[config.mk]
export PLATFORM = sky130hd
export DESIGN_NAME = ssd_scan_driver
export DESIGN_NICKNAME = d
export VERILOG_FILES = /design/src/rtl/ssd_pkg.sv /design/src/rtl/ssd_scan_driver_bin2bcd_seq.sv /design/src/rtl/ssd_scan_driver.sv
export SDC_FILE = /design/constraint.sdc
export NUM_CORES = 1
export LEC_CHECK = 0
export ABC_AREA = 1
export BUFFER_PORTS_ARGS = -buffer_cell sky130_fd_sc_hd__buf_2
export CORE_MARGIN = 2
export CORE_UTILIZATION = 60
export DETAILED_ROUTE_END_ITERATION = 12
export PLACE_DENSITY_LB_ADDON = 0.08
export REMOVE_ABC_BUFFERS = 1
export SLEW_MARGIN = 20
export SYNTH_ARGS = -nofsm -noshare
export SYNTH_HDL_FRONTEND = slang
export SYNTH_HIERARCHICAL = 1
export SYNTH_SLANG_ARGS = --single-unit
[constraint.sdc]
create_clock -name Clk -period 2.65 [get_ports Clk]
set_clock_uncertainty 0.15 [all_clocks]
set_input_delay 0.1325 -clock Clk [delete_from_list [all_inputs] [get_ports Clk]]
set_output_delay 0.1325 -clock Clk [all_outputs]
set_load 0.005 [all_outputs]
[src/rtl/ssd_pkg.sv]
// Shared definitions for the seven-segment scan driver.
// Segment codes are {Ca,Cb,Cc,Cd,Ce,Cf,Cg}, active-low (0 = segment lit).
package ssd_pkg;

  typedef enum logic [1:0] {
    IDLE  = 2'd0,
    SHIFT = 2'd1,
    DONE  = 2'd2
  } conv_state_t;

  localparam logic [6:0] SEG_0     = 7'b0000001;
  localparam logic [6:0] SEG_1     = 7'b1001111;
  localparam logic [6:0] SEG_2     = 7'b0010010;
  localparam logic [6:0] SEG_3     = 7'b0000110;
  localparam logic [6:0] SEG_4     = 7'b1001100;
  localparam logic [6:0] SEG_5     = 7'b0100100;
  localparam logic [6:0] SEG_6     = 7'b0100000;
  localparam logic [6:0] SEG_7     = 7'b0001111;
  localparam logic [6:0] SEG_8     = 7'b0000000;
  localparam logic [6:0] SEG_9     = 7'b0000100;
  localparam logic [6:0] SEG_A     = 7'b0001000;
  localparam logic [6:0] SEG_B     = 7'b1100000;
  localparam logic [6:0] SEG_C     = 7'b0110001;
  localparam logic [6:0] SEG_D     = 7'b1000010;
  localparam logic [6:0] SEG_E     = 7'b0110000;
  localparam logic [6:0] SEG_F     = 7'b0111000;
  localparam logic [6:0] SEG_DASH  = 7'b1111110;
  localparam logic [6:0] SEG_BLANK = 7'b1111111;

  function automatic logic [6:0] hex_to_seg(input logic [3:0] d);
    logic [6:0] s;
    case (d)
      4'h0: s = SEG_0;
      4'h1: s = SEG_1;
      4'h2: s = SEG_2;
      4'h3: s = SEG_3;
      4'h4: s = SEG_4;
      4'h5: s = SEG_5;
      4'h6: s = SEG_6;
      4'h7: s = SEG_7;
      4'h8: s = SEG_8;
      4'h9: s = SEG_9;
      4'hA: s = SEG_A;
      4'hB: s = SEG_B;
      4'hC: s = SEG_C;
      4'hD: s = SEG_D;
      4'hE: s = SEG_E;
      default: s = SEG_F;
    endcase
    return s;
  endfunction

endpackage

[src/rtl/ssd_scan_driver_bin2bcd_seq.sv]
// Sequential binary-to-BCD converter (shift-add-3, one bit per clock).
// Ports: Clk, Reset (sync, active-high), start (honoured in IDLE only),
//        value (binary input), busy (SHIFT or DONE), done (one cycle, bcd valid),
//        bcd (4*N_DIGITS BCD result), overflow (value >= 10^N_DIGITS, valid with done).
import ssd_pkg::*;

module bin2bcd_seq #(
  parameter int VALUE_W  = 9,
  parameter int N_DIGITS = 6
) (
  input  logic                  Clk,
  input  logic                  Reset,
  input  logic                  start,
  input  logic [VALUE_W-1:0]    value,
  output logic                  busy,
  output logic                  done,
  output logic [4*N_DIGITS-1:0] bcd,
  output logic                  overflow
);

  localparam int BCD_W = 4 * N_DIGITS;
  localparam int CNT_W = (VALUE_W > 1) ? $clog2(VALUE_W) : 1;
  localparam logic [CNT_W-1:0] CNT_LAST = CNT_W'(VALUE_W - 1);

  conv_state_t        state;
  logic [VALUE_W-1:0] shreg;
  logic [BCD_W-1:0]   work;
  logic [BCD_W-1:0]   adj;
  logic [CNT_W-1:0]   cnt;
  logic               ovf;

  always_comb begin
    adj = work;
    for (int unsigned i = 0; i < N_DIGITS; i++) begin
      if (work[4*i +: 4] >= 4'd5) adj[4*i +: 4] = work[4*i +: 4] + 4'd3;
    end
  end

  always_ff @(posedge Clk) begin
    if (Reset) begin
      state <= IDLE;
      shreg <= '0;
      work  <= '0;
      cnt   <= '0;
      ovf   <= 1'b0;
    end else begin
      case (state)
        IDLE: begin
          if (start) begin
            shreg <= value;
            work  <= '0;
            cnt   <= '0;
            ovf   <= 1'b0;
            state <= SHIFT;
          end
        end
        SHIFT: begin
          // A 1 leaving the top nibble means the value needs more digits.
          work  <= {adj[BCD_W-2:0], shreg[VALUE_W-1]};
          ovf   <= ovf | adj[BCD_W-1];
          shreg <= shreg << 1;
          cnt   <= cnt + 1'b1;
          if (cnt == CNT_LAST) state <= DONE;
        end
        default: state <= IDLE;
      endcase
    end
  end

  assign busy     = (state != IDLE);
  assign done     = (state == DONE);
  assign bcd      = work;
  assign overflow = ovf;

endmodule

[src/rtl/ssd_scan_driver.sv]
// Multiplexed common-anode seven-segment driver.
// Ports: Clk, Reset (sync, active-high), load/value/hex_mode (capture request,
//        honoured when busy=0), blank_lz (leading-zero blanking), digit_en and
//        dp_mask (per digit), busy (conversion in progress), An (active-low
//        anodes, An[0] rightmost), Seg ({Ca..Cg}, active-low), Dp (active-low).
import ssd_pkg::*;

module ssd_scan_driver #(
  parameter int N_DIGITS = 6,
  parameter int VALUE_W  = 9,
  parameter int SCAN_DIV = 262144
) (
  input  logic                Clk,
  input  logic                Reset,
  input  logic                load,
  input  logic [VALUE_W-1:0]  value,
  input  logic                hex_mode,
  input  logic                blank_lz,
  input  logic [N_DIGITS-1:0] digit_en,
  input  logic [N_DIGITS-1:0] dp_mask,
  output logic                busy,
  output logic [N_DIGITS-1:0] An,
  output logic [6:0]          Seg,
  output logic                Dp
);

  localparam int BCD_W    = 4 * N_DIGITS;
  localparam int HEX_BITS = (VALUE_W < BCD_W) ? VALUE_W : BCD_W;
  localparam int PRE_W    = $clog2(SCAN_DIV);
  localparam int IDX_W    = (N_DIGITS > 1) ? $clog2(N_DIGITS) : 1;
  localparam logic [PRE_W-1:0] PRE_LAST = PRE_W'(SCAN_DIV - 1);
  localparam logic [IDX_W-1:0] IDX_LAST = IDX_W'(N_DIGITS - 1);

  logic               load_ok;
  logic               conv_busy;
  logic               conv_done;
  logic [BCD_W-1:0]   conv_bcd;
  logic               conv_ovf;
  logic               hex_pend;
  logic [VALUE_W-1:0] hex_val;
  logic [BCD_W-1:0]   hex_nib;
  logic [BCD_W-1:0]   disp;
  logic               disp_ovf;
  logic [PRE_W-1:0]   presc;
  logic [IDX_W-1:0]   idx;
  logic [3:0]         cur_dig;
  logic               upper_zero;
  logic               lit;
  logic [N_DIGITS-1:0] an_nxt;
  logic [6:0]         seg_nxt;
  logic               dp_nxt;

  assign busy    = conv_busy | hex_pend;
  assign load_ok = load & ~busy;

  bin2bcd_seq #(
    .VALUE_W  (VALUE_W),
    .N_DIGITS (N_DIGITS)
  ) u_bcd (
    .Clk      (Clk),
    .Reset    (Reset),
    .start    (load_ok & ~hex_mode),
    .value    (value),
    .busy     (conv_busy),
    .done     (conv_done),
    .bcd      (conv_bcd),
    .overflow (conv_ovf)
  );

  // Hex bypass: low nibbles of the captured value, zero-filled above VALUE_W.
  always_comb begin
    hex_nib = '0;
    for (int unsigned b = 0; b < HEX_BITS; b++) hex_nib[b] = hex_val[b];
  end

  always_comb begin
    cur_dig    = disp[{idx, 2'b00} +: 4];
    upper_zero = 1'b1;
    for (int unsigned i = 0; i < N_DIGITS; i++) begin
      if ((IDX_W'(i) >= idx) && (disp[4*i +: 4] != 4'd0)) upper_zero = 1'b0;
    end
    lit = digit_en[idx] & ~(blank_lz & ~disp_ovf & (idx != '0) & upper_zero);
    an_nxt  = '1;
    seg_nxt = SEG_BLANK;
    dp_nxt  = 1'b1;
    if (lit) begin
      an_nxt[idx] = 1'b0;
      seg_nxt     = disp_ovf ? SEG_DASH : hex_to_seg(cur_dig);
      dp_nxt      = ~dp_mask[idx];
    end
  end

  always_ff @(posedge Clk) begin
    if (Reset) begin
      hex_pend <= 1'b0;
      hex_val  <= '0;
      disp     <= '0;
      disp_ovf <= 1'b0;
      presc    <= '0;
      idx      <= '0;
      An       <= '1;
      Seg      <= SEG_BLANK;
      Dp       <= 1'b1;
    end else begin
      hex_pend <= load_ok & hex_mode;
      if (load_ok & hex_mode) hex_val <= value;

      // The display register only changes on a completed result.
      if (hex_pend) begin
        disp     <= hex_nib;
        disp_ovf <= 1'b0;
      end else if (conv_done) begin
        disp     <= conv_bcd;
        disp_ovf <= conv_ovf;
      end

      if (presc == PRE_LAST) begin
        presc <= '0;
        idx   <= (idx == IDX_LAST) ? '0 : idx + 1'b1;
      end else begin
        presc <= presc + 1'b1;
      end

      An  <= an_nxt;
      Seg <= seg_nxt;
      Dp  <= dp_nxt;
    end
  end

endmodule

==> impl_metrics.py, run 1 <==
metrics = {
    "power_and_ir_drop": {
        "leakagePower_nw": 2.72,
        "ir_drop_mv": 0.472,
        "total_power_mw": 3.15,
        "power_density_nw_per_um2": 494,
    },
    "synthesis": {
        "synth_edf_count": 0,
        "synth_cells": 806,
        "yosysUniqueCellTypes": 43,
        "synth_area_per_cell_um2": 7.23,
        "synthArstFlopShare_pct": 0,
        "syn_area_um2": 5830,
        "yosysWarnings": 6,
        "synth-seq-area-share_pct": 37.8,
        "synth_ff_type": "dfxtp_1",
        "ys_ff_latch": 110,
    },
    "clocking": {
        "post_cts_resized": 0,
        "path_clk_slew_ns": 0.10,
        "cts_buffers": 9,
        "clock_path_buffers": 2,
        "cts_tree": "yes",
        "insertion_delay_ns": 0.39,
        "numClockSinks": 110,
        "htree_levels": 3,
        "root_buffer": "clkbuf_8",
    },
    "place": {
        "place_inst": 956,
        "hpwlAfterDp_um": 9640,
        "finalWeightedCongestion": 0.920,
        "port_buffers": 40,
    },
    "setup_path": {
        "crit_path_top_delay_cell": "dfxtp_1",
        "crit_chain": "inv_4 -> nand2_1 -> nor2_1 -> nand2_1 -> nand3_1 -> nor2_2 -> inv_1 -> ha_1 -> nand2_1 -> nand2_1 -> o21ai_0 -> nand2_1",
        "cp-end-kind": "flop",
        "critPathLaunchType": "flop",
        "cp.required_ns": 2.78,
        "arrival_ns": 2.50,
        "worst_path_most_repeated_cell": "nand2_1",
        "cp_slowest_stage_delay_ns": 0.62,
        "crit_family": "simple AND/OR/NAND/NOR gates",
        "crit_type": "flop to flop",
        "critPathMaxFanout": 14,
        "path_buf_inv": 2,
    },
    "sta": {
        "finalHoldViolCount": 0,
        "relSlewSlack_pct": 55.2,
        "fmax_mhz": 422,
        "period_needed_ns": 2.37,
        "finalSetupViolCount": 0,
        "final_max_slew_viol_count": 0,
        "rsz0062_at_grt": "no",
        "tns_ns": 0,
        "worst_pin_slew_ns": 0.671,
        "fin_crit_sh_pct": 89.4,
    },
    "floorplan": {
        "ios": 41,
        "chipHeight_um": 103,
        "core-area_um2": 9330,
        "rows": 35,
        "dieWidth_um": 103,
        "start_util_pct": 62.5,
        "die_area_um2": 10500,
    },
    "routing": {
        "drtIter0Drc": 382,
        "totalWireLength_um": 13200,
        "vias": 5275,
        "firstDrtPassIters": 5,
        "wl_per_cell_um": 13.4,
        "vias_per_cell": 5.36,
        "antenna_left": 0,
        "drcViolationCount": 0,
    },
    "worst_hold_path": {
        "hold_path.class": "input pin to flop",
    },
    "cells_and_area": {
        "layout_common_cells": "219 x nand2_1, 110 x dfxtp_1, 78 x nor2_1",
        "nets": 900,
        "drive_gt1_share_pct": 14.3,
        "area_delta_synth_final_pct": 9.45,
        "fin_cells": 984,
        "diodes": 0,
        "layout_commonest_cell": "nand2_1",
    },
    "outcome": {
        "status": "complete, no violations",
    },
    "global_route": {
        "grt-ovfl-total": 0,
        "globalRouteTotalUtil_pct": 27.4,
        "grt_pass1_vias": 4973,
        "grt_pass1_wl_um": 22900,
        "antenna_found_initial": 0,
        "grt_max_degree": 42,
    },
    "job": {
        "drv_cap": 0,
    },
}
layer usage:
metal,GRT usage (%),part of all wire (%)
met3,4.68,4.9
met1,37.5,48
met5,0,0
met2,44.3,45
met4,8.62,1.3
report_power, final:
group          leakage (nW)  switching [mW]  internal (mW)  total [mW]
Combinational          1.71           0.179         0.0973       0.277
Clock                 0.116           0.602          0.547        1.15
Sequential            0.893          0.0285           1.69        1.72
Total                  2.72           0.810           2.34        3.15
synthesized netlist by cell type (all sizes together), types with 3 or more instances:
master    n  area share, %
nor2     93            6.6
xor2      8            1.2
buf      15            2.8
o21ai    33            2.8
ha       24            5.2
o211ai    6            1.3
nand3    65            6.2
clkbuf    9           0.58
nand2   228             16
a22oi     3           0.39
nand4    19            2.0
a21oi    64            6.3
or2       4           0.43
dfxtp   110             38
inv      84            5.6
o221ai    9            1.4
nor3     19            1.9
timing repair:
action,4_1_cts,5_1_grt
hold buffers,12,0
endpoints found under the setup margin,0,0
setup buffers,0,0
endpoints found under the hold margin,22,0
tightest hold or removal path: stages:
cell and delay (ns):
buf_2 0.09, nor2_1 0.05, nand2_1 0.15, a21oi_1 0.09
area by class of cell:
class	count	area, um2
Sequential cell	110	2200
Inverter	86	335
Fill cell	837	2950
Tap cell	129	161
Timing Repair Buffer	57	358
Clock inverter	7	106
Multi-Input combinational cell	586	3090
Clock buffer	9	124
through the flow:
stage               area (um2)  hold WS [ns]  utilization (%)  setup WS, ns
floorplan                 5630        0.0449                -         0.352
global placement          6030         0.261             64.6         0.448
detailed placement        6030         0.270             64.6         0.298
CTS                       6380       0.00897             68.4         0.262
global route              6380        0.0104             68.4        0.0584
finish                    6380        0.0128             68.4         0.280
final timing paths:
check                                start        endpoint  slack [ns]  cells past startpoint
worst max-delay path                idx[1]          Seg[1]        0.28                     12
worst min-delay path              hex_mode  u_bcd/state[0]        0.01                      4
worst max register to register      idx[1]          Seg[1]        0.28                     12
worst min register to register  hex_val[3]      hex_val[3]        0.31                      2
logic make-up (layout without fill, tap and decap cells):
kind of cell / Yosys count / count (layout) / synth area share [%]
XOR/XNOR: 10 / 10 / 1.50
AO/OA/AOI/OAI: 123 / 123 / 13.2
AND/OR/NAND/NOR: 429 / 429 / 33.1
buffers and inverters: 110 / 159 / 9.17
flip-flops: 110 / 110 / 37.8
adder cells (fa/ha/maj): 24 / 24 / 5.15
flip-flops by register name, summed over array words and instances (netlist names):
register and cells:
u_bcd/state 2, u_bcd/bcd 24, disp_ovf 1, hex_pend 1, u_bcd/overflow 1, disp 24
u_bcd/shreg 9, An 6, Seg 7, presc 18, Dp 1, hex_val 9
idx 3, u_bcd/cnt 4
No activity file was read; power rests on OpenSTA's default activity.
==> run 2, diff against run 1 <==
--- a/config.mk
+++ b/config.mk
@@ -9,11 +9,11 @@
 export BUFFER_PORTS_ARGS = -buffer_cell sky130_fd_sc_hd__buf_2
 export CORE_MARGIN = 2
 export CORE_UTILIZATION = 60
+export CTS_BUF_LIST = sky130_fd_sc_hd__clkbuf_16
 export DETAILED_ROUTE_END_ITERATION = 12
 export PLACE_DENSITY_LB_ADDON = 0.08
 export REMOVE_ABC_BUFFERS = 1
 export SLEW_MARGIN = 20
 export SYNTH_ARGS = -nofsm -noshare
 export SYNTH_HDL_FRONTEND = slang
-export SYNTH_HIERARCHICAL = 1
 export SYNTH_SLANG_ARGS = --single-unit
==> impl_metrics.py, run 2 <==
metrics = {
    "sta": {
        "fmax_mhz": 441,
        "final_max_slew_viol_count": 0,
        "rsz0062_at_grt": "no",
        "worst_pin_slew_ns": 0.756,
        "whs_ns": 0.00271,
        "finalHoldViolCount": 0,
        "fin_crit_sh_pct": 85.5,
        "finalSetupViolCount": 0,
        "period_needed_ns": 2.27,
        "tns_ns": 0,
        "relSlewSlack_pct": 49.4,
    },
    "routing": {
        "antenna_left": 0,
        "drtIter0Drc": 268,
        "drcViolationCount": 0,
        "firstDrtPassIters": 4,
        "totalWireLength_um": 12400,
        "vias": 5053,
        "wl_per_cell_um": 13.3,
        "vias_per_cell": 5.42,
    },
    "setup_path": {
        "crit_path_end": "Seg[1]",
        "cp.required_ns": 2.73,
        "arrival_ns": 2.35,
        "r2r-start": "idx[0]",
        "critPathLaunchType": "flop",
        "crit_start": "idx[0]",
        "r2r-end": "Seg[1]",
        "ff2ff_path_depth": 11,
        "crit_type": "flop to flop",
        "critPathMaxFanout": 11,
        "cp-end-kind": "flop",
        "r2r_slack_ns": 0.38,
    },
    "place": {
        "hpwlAfterDp_um": 8900,
        "port_buffers": 40,
        "finalWeightedCongestion": 0.919,
    },
    "synthesis": {
        "synth_top_area_share_pct": 40.3,
        "synth_area_leader_cell": "dfxtp_1",
        "synth-seq-area-share_pct": 40.3,
        "synth.most_common_cell": "nand2_1",
        "yosysWarnings": 0,
        "syn_area_um2": 5470,
        "synth.area.top_cells": "dfxtp_1 40%, nand2_1 12%, a21oi_1 7.1%",
        "ys_ff_latch": 110,
        "synth_cells": 776,
        "ys_top_cells_by_count": "179 x nand2_1, 110 x dfxtp_1, 79 x inv_1",
        "synth_ff_type": "dfxtp_1",
        "synthArstFlopShare_pct": 0,
        "yosysUniqueCellTypes": 35,
        "synth_area_per_cell_um2": 7.04,
        "synth_edf_count": 0,
    },
    "floorplan": {
        "chipHeight_um": 99.4,
        "rows": 34,
        "start_util_pct": 62.4,
        "dieWidth_um": 99.4,
        "core-area_um2": 8760,
        "ios": 41,
        "die_area_um2": 9890,
    },
    "outcome": {
        "status": "complete, no violations",
    },
    "clocking": {
        "numClockSinks": 110,
        "post_cts_resized": 0,
        "root_buffer": "clkbuf_16",
        "insertion_delay_ns": 0.35,
        "cts_tree": "yes",
        "cts_buffers": 9,
        "htree_levels": 3,
        "clock_path_buffers": 2,
        "path_clk_slew_ns": 0.07,
    },
    "worst_hold_path": {
        "hold_path.class": "input pin to flop",
    },
    "power_and_ir_drop": {
        "leakagePower_nw": 2.47,
        "ir_drop_mv": 0.344,
        "total_power_mw": 3.34,
        "power_density_nw_per_um2": 543,
    },
    "cells_and_area": {
        "diodes": 0,
        "layout_common_cells": "179 x nand2_1, 110 x dfxtp_1, 79 x inv_1",
        "drive_gt1_share_pct": 11.4,
        "area_delta_synth_final_pct": 12.6,
        "fillers": 756,
        "layout_commonest_cell": "nand2_1",
        "nets": 869,
    },
    "global_route": {
        "grt-ovfl-total": 0,
        "grt_util_met3_pct": 5.27,
        "grt_pass1_wl_um": 21000,
        "grt_max_degree": 29,
        "grt_pass1_vias": 4664,
        "antenna_found_initial": 0,
        "met2_usage_pct": 44.8,
        "grt-busiest-layer": "met2",
        "globalRouteTotalUtil_pct": 25.9,
        "grt_use_met1_pct": 33.7,
    },
    "job": {
        "drv_cap": 0,
    },
}
run 2: cell count changes after synthesis, moves of 10 or more:
cell | previous run | this run
a31oi_1 | 2 | 14
a21oi_2 | 10 | 0
o21ai_0 | 29 | 55
nand4_1 | 19 | 8
nand2_1 | 219 | 179
a21oi_1 | 53 | 77
nor2_1 | 78 | 64
run 2: where the power goes:
group / internal (mW) / switching, mW
combinational: 0.0789 / 0.142
clock: 0.753 / 0.648
sequential: 1.69 / 0.0241
total: 2.53 / 0.814
run 2: repair_timing:
action | 4_1_cts | 5_1_grt
setup buffers | 0 | 0
setup endpoints to repair | 0 | 0
hold endpoints to repair | 18 | 0
hold buffers | 9 | 0
run 2: how the worst min path moves through the flow:
stage                          start              to  slack [ns]  depth (start not counted)
after global routing      dp_mask[2]              Dp        0.02                          4
after detailed placement    value[7]  u_bcd.shreg[7]        0.27                          3
after global placement      value[1]  u_bcd.shreg[1]        0.26                          3
final                     dp_mask[2]              Dp       0.003                          4
after floorplan                Reset         disp[4]        0.05                          1
after CTS                 dp_mask[0]              Dp      0.0003                          4
run 2: cell type report:
class                   count  area [um2]  share of cell area (%)
well taps                 108         135                    2.20
multi-input cells         551        2800                    45.5
clock buffers               9         225                    3.66
repair buffers             60         373                    6.06
clock inverters             7        88.8                    1.44
flip-flops and latches    110        2200                    35.8
inverters                  87         327                    5.31
run 2: worst max-delay path, stage by stage (launching register included):
cell and delay (ns):
dfxtp_1 0.50, inv_2 0.17, nand2_1 0.09, nand2_1 0.05, nand3_1 0.08, a21boi_1 0.40
inv_1 0.15, ha_1 0.23, nand2_1 0.11, nand2_1 0.06, o21ai_1 0.12, nand2_1 0.05
run 2: through the flow:
step | worst slack [ns] | util (%) | std cells | cell area, um2
final | 0.385 | 70.2 | 932 | 6150
after global routing | 0.135 | 70.2 | 932 | 6150
after CTS | 0.389 | 70.2 | 932 | 6150
after detailed placement | 0.393 | 65.6 | 907 | 5750
after global placement | 0.471 | 65.6 | 907 | 5750
after floorplan | 0.339 | - | 748 | 5330
run 2: logic make-up after synthesis:
| family | synth area share [%] |
|---|---|
| simple gates | 28.0 |
| xor+xnor | 2.40 |
| buf+inv | 8.42 |
| fa+ha+maj | 5.49 |
| compound gates | 15.3 |
| flops | 40.3 |
run 2: metal layers:
metal	vias up	wire, um
li1	2618	-
met1	2290	5730
met2	129	5960
met3	16	606
met4	0	119
met5	-	0
==> run 3, diff against run 2 <==
--- a/config.mk
+++ b/config.mk
@@ -7,10 +7,13 @@
 export LEC_CHECK = 0
 export ABC_AREA = 1
 export BUFFER_PORTS_ARGS = -buffer_cell sky130_fd_sc_hd__buf_2
+export CELL_PAD_IN_SITES_DETAIL_PLACEMENT = 1
+export CELL_PAD_IN_SITES_GLOBAL_PLACEMENT = 1
 export CORE_MARGIN = 2
-export CORE_UTILIZATION = 60
+export CORE_UTILIZATION = 44
 export CTS_BUF_LIST = sky130_fd_sc_hd__clkbuf_16
 export DETAILED_ROUTE_END_ITERATION = 12
+export HOLD_SLACK_MARGIN = 0.12
 export PLACE_DENSITY_LB_ADDON = 0.08
 export REMOVE_ABC_BUFFERS = 1
 export SLEW_MARGIN = 20
==> impl_metrics.py, run 3 (synthesized netlist as in run 2, its figures left out) <==
metrics = {
    "outcome": {
        "status": "complete, no violations",
    },
    "global_route": {
        "globalRouteTotalUtil_pct": 24.1,
        "grt_pass1_wl_um": 25600,
        "grt_pass1_vias": 5326,
        "grt_max_degree": 37,
        "antenna_found_initial": 0,
        "grt-ovfl-total": 0,
    },
    "sta": {
        "finalHoldViolCount": 0,
        "final_max_slew_viol_count": 0,
        "tns_ns": 0,
        "finalSetupViolCount": 0,
        "relSlewSlack_pct": 53.6,
        "fin_crit_sh_pct": 95.7,
        "fmax_mhz": 394,
        "rsz0062_at_grt": "no",
        "period_needed_ns": 2.54,
        "worst_pin_slew_ns": 0.694,
    },
    "setup_path": {
        "arrival_ns": 2.64,
        "ff2ff_path_depth": 7,
        "r2r_slack_ns": 0.11,
        "crit_path_top_delay_cell": "dfxtp_1",
        "r2r-start": "idx[1]",
        "r2r-end": "Dp",
        "crit_type": "flop to flop",
        "crit_chain": "nor2_4 -> nand2_1 -> o32ai_1 -> dlygate4sd3_1 -> nor3_1 -> dlygate4sd3_1 -> nand2_1",
        "path_buf_inv": 2,
        "cp_slowest_stage_delay_ns": 0.61,
        "crit_family": "buffers and inverters",
        "critPathLaunchType": "flop",
        "critPathMaxFanout": 12,
        "cp.required_ns": 2.75,
        "cp-end-kind": "flop",
    },
    "place": {
        "port_buffers": 40,
        "hpwlAfterDp_um": 11100,
        "finalWeightedCongestion": 0.932,
        "dpl_cell_area_um2": 5820,
    },
    "floorplan": {
        "start_util_pct": 45.3,
        "dieWidth_um": 115,
        "ios": 41,
        "rows": 40,
        "chipHeight_um": 115,
        "core-area_um2": 12100,
        "die_area_um2": 13300,
    },
    "clocking": {
        "cts_tree": "yes",
        "htree_levels": 3,
        "insertion_delay_ns": 0.36,
        "cts_buffers": 9,
        "numClockSinks": 110,
        "clock_path_buffers": 2,
        "root_buffer": "clkbuf_16",
        "path_clk_slew_ns": 0.07,
    },
    "cells_and_area": {
        "layout_common_cells": "179 x nand2_1, 109 x dfxtp_1, 79 x inv_1",
        "drive_gt1_share_pct": 11.1,
        "regArea_um2": 2200,
        "area_delta_synth_final_pct": 14.4,
        "diodes": 0,
        "final_area_um2": 6250,
        "nets": 875,
        "multi_input_area_um2": 2810,
        "layout_commonest_cell": "nand2_1",
        "fillers": 1589,
    },
    "routing": {
        "wl_met2_um": 7690,
        "top_layer_used": "met4",
        "wl_per_cell_um": 15.3,
        "vias_per_cell": 5.24,
        "antenna_left": 0,
        "vias": 5225,
        "firstDrtPassIters": 4,
        "totalWireLength_um": 15300,
        "met1_length_um": 6990,
        "drtIter0Drc": 313,
        "drcViolationCount": 0,
        "wl_met3_um": 424,
    },
    "power_and_ir_drop": {
        "power_density_nw_per_um2": 519,
        "ir_drop_mv": 0.306,
        "leakagePower_nw": 2.49,
    },
    "worst_hold_path": {
        "whs_path_depth": 6,
        "min-delay-start": "digit_en[2]",
        "hold_path.class": "input pin to flop",
        "holdPathEnd": "Seg[4]",
    },
    "job": {
        "drv_cap": 0,
    },
}
[run 3: worst reg2reg max path, cell delays in order, from the launching register on]
cell	delay, ns
dfxtp_1	0.61
nor2_4	0.15
nand2_1	0.10
o32ai_1	0.06
dlygate4sd3_1	0.56
nor3_1	0.16
dlygate4sd3_1	0.59
nand2_1	0.05
[run 3: worst max path at each step]
stage | slack [ns] | depth (start not counted) | to | start
2_1_floorplan | 0.34 | 11 | Seg[1] | idx[0]
6_report | 0.11 | 7 | Dp | idx[1]
3_3_place_gp | 0.42 | 11 | Seg[1] | idx[0]
3_5_place_dp | 0.31 | 11 | Seg[1] | idx[0]
5_1_grt | 0.001 | 7 | Dp | idx[1]
4_1_cts | 0.10 | 7 | Dp | idx[1]
[run 3: timing repair]
| action | in CTS | in global routing |
|---|---|---|
| endpoints found under the setup margin | 0 | 1 |
| endpoints found under the hold margin | 25 | 0 |
| buffers inserted | 0 | 0 |
| gates resized for setup | 0 | 2 |
| hold buffers | 15 | 0 |
[run 3: per-layer routing]
layer,up-vias,GRT usage [%]
met5,-,0
met4,0,5.46
met3,15,4.97
met2,71,44.6
met1,2506,28.6
li1,2633,-
[run 3: layout make-up]
cell class              instances  area share (%)
clock inverters                 7           0.780
inverters                      87            5.22
repair buffers                 66            6.92
well taps                     168            3.36
clock buffers                   9            3.60
multi-input cells             551            44.9
flip-flops and latches        110            35.2
[run 3: where the power goes]
group,internal [mW],leakage [nW],total [mW],switching (mW)
combinational,0.0876,1.46,0.238,0.150
sequential,1.69,0.894,1.72,0.0247
clock,0.643,0.134,1.29,0.650
[run 3: per-stage QoR]
step | setup WS, ns | hold WS, ns | power [mW] | util, % | cells
2_1_floorplan | 0.339 | 0.0516 | 1.87 | - | 748
3_3_place_gp | 0.422 | 0.262 | 1.97 | 48.3 | 967
4_1_cts | 0.105 | 0.175 | 3.28 | 51.8 | 998
5_1_grt | 0.00136 | 0.232 | 3.38 | 51.9 | 998
3_5_place_dp | 0.309 | 0.270 | 1.97 | 48.3 | 967
6_report | 0.113 | 0.207 | 3.25 | 51.9 | 998
